[config.mk]
export PLATFORM = sky130hd
export DESIGN_NAME = regfile_mp
export DESIGN_NICKNAME = d
export VERILOG_FILES = /design/src/rtl/regfile_mp_pkg.sv /design/src/rtl/regfile_mp_clr_seq.sv /design/src/rtl/regfile_mp.sv
export SDC_FILE = /design/constraint.sdc
export NUM_CORES = 2
export LEC_CHECK = 0
export ABC_CLOCK_PERIOD_IN_PS = 13100
export CAP_MARGIN = 0
export CORE_MARGIN = 1
export CORE_UTILIZATION = 45
export DETAILED_ROUTE_END_ITERATION = 10
export GPL_ROUTABILITY_DRIVEN = 0
export PLACE_DENSITY = 0.67
export REMOVE_ABC_BUFFERS = 1
export SLEW_MARGIN = 20
export SYNTH_ARGS = -nofsm -noshare
export SYNTH_HDL_FRONTEND = slang
export SYNTH_SLANG_ARGS = --single-unit
[constraint.sdc]
create_clock -name clk -period 13.1 [get_ports clk]
set_clock_uncertainty 0.15 [all_clocks]
set_input_delay 3.275 -clock clk [delete_from_list [all_inputs] [get_ports clk]]
set_output_delay 3.275 -clock clk [all_outputs]
set_load 0.02 [all_outputs]
[src/rtl/regfile_mp_pkg.sv]
// Shared core definitions: default datapath sizes and the soft-clear FSM state type.
package regfile_mp_pkg;

  localparam int XLEN_DEF  = 32;
  localparam int NREGS_DEF = 32;

  typedef enum logic [1:0] {
    IDLE  = 2'd0,
    SWEEP = 2'd1,
    DONE  = 2'd2
  } clr_state_e;

endpackage

[src/rtl/regfile_mp_clr_seq.sv]
// Soft-clear sequencer: walks idx across every register once, then pulses clr_done.
module regfile_clr_seq
  import regfile_mp_pkg::*;
#(
  parameter int NREGS = NREGS_DEF,
  parameter int AW    = $clog2(NREGS)
) (
  input  logic          clk,
  input  logic          reset,
  input  logic          clr_req,
  output logic          clr_busy,
  output logic          clr_done,
  output logic          sweep_en,
  output logic [AW-1:0] sweep_idx
);

  clr_state_e    state_q;
  logic [AW-1:0] idx_q;
  logic          busy_q;
  logic          done_q;

  always_ff @(posedge clk) begin
    if (reset) begin
      state_q <= IDLE;
      idx_q   <= '0;
      busy_q  <= 1'b0;
      done_q  <= 1'b0;
    end else begin
      case (state_q)
        IDLE: begin
          done_q <= 1'b0;
          if (clr_req) begin
            state_q <= SWEEP;
            idx_q   <= '0;
            busy_q  <= 1'b1;
          end
        end
        SWEEP: begin
          // idx wraps back to 0 on the last register, leaving it ready for next time
          idx_q <= idx_q + 1'b1;
          if (idx_q == AW'(NREGS - 1)) begin
            state_q <= DONE;
            done_q  <= 1'b1;
          end
        end
        DONE: begin
          state_q <= IDLE;
          busy_q  <= 1'b0;
          done_q  <= 1'b0;
        end
        default: begin
          state_q <= IDLE;
          busy_q  <= 1'b0;
          done_q  <= 1'b0;
        end
      endcase
    end
  end

  assign clr_busy  = busy_q;
  assign clr_done  = done_q;
  assign sweep_en  = (state_q == SWEEP);
  assign sweep_idx = idx_q;

endmodule

[src/rtl/regfile_mp.sv]
// Multi-read-port register file with x0 hardwired to zero, pending scoreboard and soft clear.
// Optional write-to-read bypass is enabled by defining REGFILE_BYPASS_EN.
module regfile_mp
  import regfile_mp_pkg::*;
#(
  parameter int XLEN  = XLEN_DEF,
  parameter int NREGS = NREGS_DEF,
  parameter int NRD   = 2,
  parameter int AW    = $clog2(NREGS)
) (
  input  logic              clk,
  input  logic              reset,
  input  logic [NRD*AW-1:0] raddr,
  output logic [NRD*XLEN-1:0] rdata,
  output logic [NRD-1:0]    rs_busy,
  input  logic              we,
  input  logic [AW-1:0]     waddr,
  input  logic [XLEN-1:0]   wdata,
  input  logic              alloc_en,
  input  logic [AW-1:0]     alloc_addr,
  input  logic              clr_req,
  output logic              clr_busy,
  output logic              clr_done,
  input  logic [AW-1:0]     dbg_addr,
  output logic [XLEN-1:0]   dbg_data
);

  logic [XLEN-1:0] regs_q [NREGS];
  logic [NREGS-1:0] pending_q;
  logic            sweep_en;
  logic [AW-1:0]   sweep_idx;

  regfile_clr_seq #(
    .NREGS(NREGS),
    .AW   (AW)
  ) u_clr_seq (
    .clk      (clk),
    .reset    (reset),
    .clr_req  (clr_req),
    .clr_busy (clr_busy),
    .clr_done (clr_done),
    .sweep_en (sweep_en),
    .sweep_idx(sweep_idx)
  );

  // x0 is never written with anything but zero, so reads need no address-0 guard
  always_ff @(posedge clk) begin
    if (reset) begin
      for (int i = 0; i < NREGS; i++) regs_q[i] <= '0;
      pending_q <= '0;
    end else begin
      if (sweep_en) begin
        regs_q[sweep_idx]    <= '0;
        pending_q[sweep_idx] <= 1'b0;
      end
      if (!clr_busy) begin
        if (we && (waddr != '0)) begin
          regs_q[waddr]    <= wdata;
          pending_q[waddr] <= 1'b0;
        end
        // later assignment lets a same-cycle allocate override the write's clear
        if (alloc_en && (alloc_addr != '0)) pending_q[alloc_addr] <= 1'b1;
      end
    end
  end

  for (genvar gi = 0; gi < NRD; gi++) begin : g_rd
    logic [AW-1:0] ra;
    assign ra = raddr[gi*AW +: AW];
`ifdef REGFILE_BYPASS_EN
    logic hit;
    assign hit = we && (waddr != '0) && !clr_busy && (ra == waddr);
    assign rdata[gi*XLEN +: XLEN] = hit ? wdata : regs_q[ra];
    assign rs_busy[gi]            = hit ? 1'b0  : pending_q[ra];
`else
    assign rdata[gi*XLEN +: XLEN] = regs_q[ra];
    assign rs_busy[gi]            = pending_q[ra];
`endif
  end

  assign dbg_data = regs_q[dbg_addr];

endmodule

# == Word level (Yosys, flattened, before mapping) ==
# Memories as Yosys holds them, arrays and structs flattened.
# Index checks and enable logic that the tools add are counted.
# op_classes
mux,39
eq_ne,4
n_reduce_logical,15
bitwise,6
order_cmp,8
add_sub_neg,1
# op_table
op,count
$mux 32,9
$and 32x32->32,2
$not 32->32,2
$reduce_or 32->1,2
$or 32x32->32,1
$lt 5x6->1 const B,5
$mux 1,17
$demux 1 s5,3
$ge 5x1->1 const B,3
$mux 5,3
$bmux 1 s5,2
$pmux 5 s2,1
$reduce_bool 5->1,2
$reduce_and 2->1,3
$add 5x1->5 const B,1
$eq 5x5->1 const B,1
$logic_and 1x1->1,5
$mux 2,2
$pmux 2 s2,1
$eq 2x1->1 const B,1
$logic_not 2->1,1
$ne 2x1->1 const B,1
$ne 2x2->1 const B,1
$pmux 1 s2,1
3 further kinds,3
# totals
inputBits,62
reg_bits,41
mem_count,1
mem_bits_rw,1024
# memory_table
name,depth,width,rd,rd_clocked_by_memory_dff,wr,line_no,rtl
regs_q,32,32,3,0,32,regfile_mp.sv:28,logic [XLEN-1:0] regs_q [NREGS];

# == Longest topological paths before layout ==
# depth
ltp_word,15
mapped_depth,8

# == Cells and area by module ==
# From an unflattened synthesis, not the netlist that was laid out.
# unflattened
cells_unflattened,6090
area_unflattened_um2,66767.8
# by_module_without_submodules
mod,seq_area_each_um2,instances,area_per_inst_um2,cells_each
regfile_mp,31390.1,1,66398.7,6049
regfile_clr_seq,180.2,1,369.1,41

# == Worst setup path before layout ==
# OpenSTA, ideal clock, no wires.
# synth_path
path_kind,input -> register
from,input port waddr[3]
to,memory regs_q[17][0] in the netlist's numbering (enable)
t_required_ps,12413
cell_stages,4
slack_ps,4806
arrival_time_ps,7607
cell_sequence,buf_4 nor2_2 nand3_1 o311ai_0
# synth_lines
element,line_no,rtl
from (decl),regfile_mp.sv:17,"input logic [AW-1:0] waddr,"
to (decl),regfile_mp.sv:28,

# == Final worst setup path ==
# layout_path
from,input port dbg_addr[2]
to,output port dbg_data[25]
# layout_via
elab_chain_cells,1
# layout_lines
element,line_no,rtl
from (decl),regfile_mp.sv:24,"input logic [AW-1:0] dbg_addr,"
$mem_v2 32x32,-,
to (decl),regfile_mp.sv:25,output logic [XLEN-1:0] dbg_data
# Every way passes these cells.

==> out/metrics.cfg <==
[run_status]
outcome = completed

[global_route]
grt_pass1_vias = 52514
grt_pass1_wl_um = 374000
track_usage = 0.342
grt_max_degree = 106
grt-ovfl-total = 0
antenna_found_initial = 25

[critical_path]
crit_path_start_kind = input pin
cp_slowest_cell = clkdlybuf4s50_1
worstPathMaxFanout = 22
crit_family = buffers and inverters
cpMostUsedCell = clkdlybuf4s50_1
crit_start = dbg_addr[2]
worstPathCellList = clkdlybuf4s50_1, and2_4, buf_4, a22o_1, nor3_1, a31oi_1, nand3_1, clkdlybuf4s50_1
crit_path_end_kind = output pin
cp_data_required_time_ns = 9.68
critPathMaxStageDelay_ns = 0.71
worst-path-buf-inv = 3
worstPathArrival_ns = 6.94
r2r-start = u_clr_seq.clr_busy
path_class = input pin to output pin

[yosys]
netlist_instances = 6114
ys_ff_latch = 1065
syn-cell-area_um2 = 67400
synthTopCellsByCount = 1560 x mux2i_1, 1024 x edfxtp_1, 997 x and2_1, 327 x nand2_1, 311 x nand3_1
syn_area_per_cell_um2 = 11.0
yosysTopAreaCell = edfxtp_1
yosysUniqueCellTypes = 60
async_flop_share = 0
synth_top_area_frac = 0.456
synth.most_common_cell = mux2i_1
synth_flop_cell = edfxtp_1
seq_area_frac_synth = 0.469
synthTopCellsByArea = edfxtp_1 46%, mux2i_1 23%, and2_1 9.3%
ys.warnings.count = 0
synth_edf_count = 1024

[detailed_routing]
drc_errors = 0
vias = 54516
drtPass1Iterations = 8
drt_iter0_markers = 8751
ant_nets = 0
drt_wl_total_um = 268000
vias_per_cell = 6.82
routedWlPerCell_um = 33.5

[timing]
min_period_ns = 10.36
tns_ns = 0
hold_viol = 0
fin_crit_sh = 0.791
rsz0062_at_grt = no
tightest_slew_ns = 1.16
drv_slew = 0
max_freq_mhz = 96.5
setup_viol_count_final = 0
slew_headroom = 0.228

[floorplanning]
fp.dieH_um = 389
coreArea_um2 = 148000
die_w_um = 389
start_util = 0.455
row_count = 141
ioPinCount = 162
dieArea_um2 = 151000

[cts]
clkSinkCount = 1065
cts.root.buffer_cell = clkbuf_16
cts_resized = 0
cts_tree = built
htree_levels = 3
numCtsBuffers = 116
clk_pin_slew_ns = 0.06
postCtsSetupRepairBufs = 0
clk_latency_ns = 0.76
cts_buffer_depth = 3
cts.hold.buffers_added = 0

[layout]
drive_gt1_frac = 0.0666
final_core_util = 0.500
finalInstanceArea_um2 = 74100
syn2layout_area_growth_pct = 10.0
fin_nets = 6022

[job]
drv_cap = 0

[power]
power.total_mw = 8.65
power.leakage_nw = 30.0
ir_worst_vdd_mv = 0.112
power_density_nw_per_um2 = 117

[min_path]
hold_start = pending_q[2]
hp-class = flop to flop

[placement]
place_area_um2 = 70400
portBuffers = 161
dpl.hpwl_um = 143000

## placed cells by master, fill, tap and decap left out, types with 29 or more instances in the layout
cell,n
a21oi_1,310
a22o_1,192
a22oi_1,303
a31oi_1,103
and2_1,994
buf_12,29
buf_4,106
clkbuf_1,31
clkbuf_16,118
clkdlybuf4s50_1,155
clkinv_1,29
conb_1,32
dfxtp_1,41
edfxtp_1,1024
inv_1,30
mux2i_1,1560
nand2_1,317
nand3_1,309
nor2_1,30
nor3_1,106
## final cells by class
class,instances,area [um^2]
fill,12984,74100
clock buffer,151,3100
sequential,1065,31600
antenna,10,25.0
clock inverter,66,582
tap,1930,2410
inverter,30,113
timing repair buffer,299,3040
multi-input combinational,4443,33300
## metrics by stage
step,hold WS (ns),setup slack (ns),std cells
final,0.332,2.74,7994
after global routing,0.359,2.78,7986
after CTS,0.325,2.79,7984
after detailed placement,0.317,2.79,7767
after global placement,0.301,2.84,7764
after floorplan,0.287,1.11,5538
## report_power, final
group          leakage [nW]  internal, mW  switching, mW
Sequential             10.9          3.87          0.103
Combinational          17.3         0.478          0.924
Clock                  1.78          1.84           1.44
## kinds of logic (layout without fill, tap and decap cells)
group                      count (synthesis)  after routing  share of synthesized area
AOI/OAI and AO/OA                        972            972                     0.0980
adders and majority gates                  5              5                   0.000928
buffers and inverters                    637            546                     0.0466
DFF                                     1065           1065                      0.469
muxes                                   1561           1561                      0.232
other                                      1             42                  0.0000557
and+or+nand+nor                         1873           1873                      0.154
## routing by layer
| layer | wire length [um] | track usage | vias to the layer above |
|---|---|---|---|
| met5 | 80 | 0.000957 | - |
| met4 | 15500 | 0.186 | 8 |
| met3 | 35200 | 0.0958 | 995 |
| met2 | 116000 | 0.516 | 4315 |
| met1 | 101000 | 0.444 | 26834 |
| li1 | - | - | 22364 |
## sequential cells by signal (all words and copies together) (netlist names)
register	flops
pending_q	32
u_clr_seq.clr_busy	1
regs_q	1024
u_clr_seq.state_q	2
u_clr_seq.sweep_idx	5
u_clr_seq.clr_done	1
## path summary, 6_finish.rpt
kind / endpoint / slack, ns / cells past startpoint
max: dbg_data[25] / 2.74 / 8
min: pending_q[2] / 0.33 / 2
max reg2reg: regs_q[22][18] / 9.90 / 5
min reg2reg: pending_q[2] / 0.33 / 2
## worst register-to-register path: stages (launching register included)
cell and delay (ns):
dfxtp_1 0.46, nor2_2 0.24, nand4_2 0.40, nor3_4 1.02
buf_4 0.58, and2_1 0.22
Power figures use the tool's default switching activity.
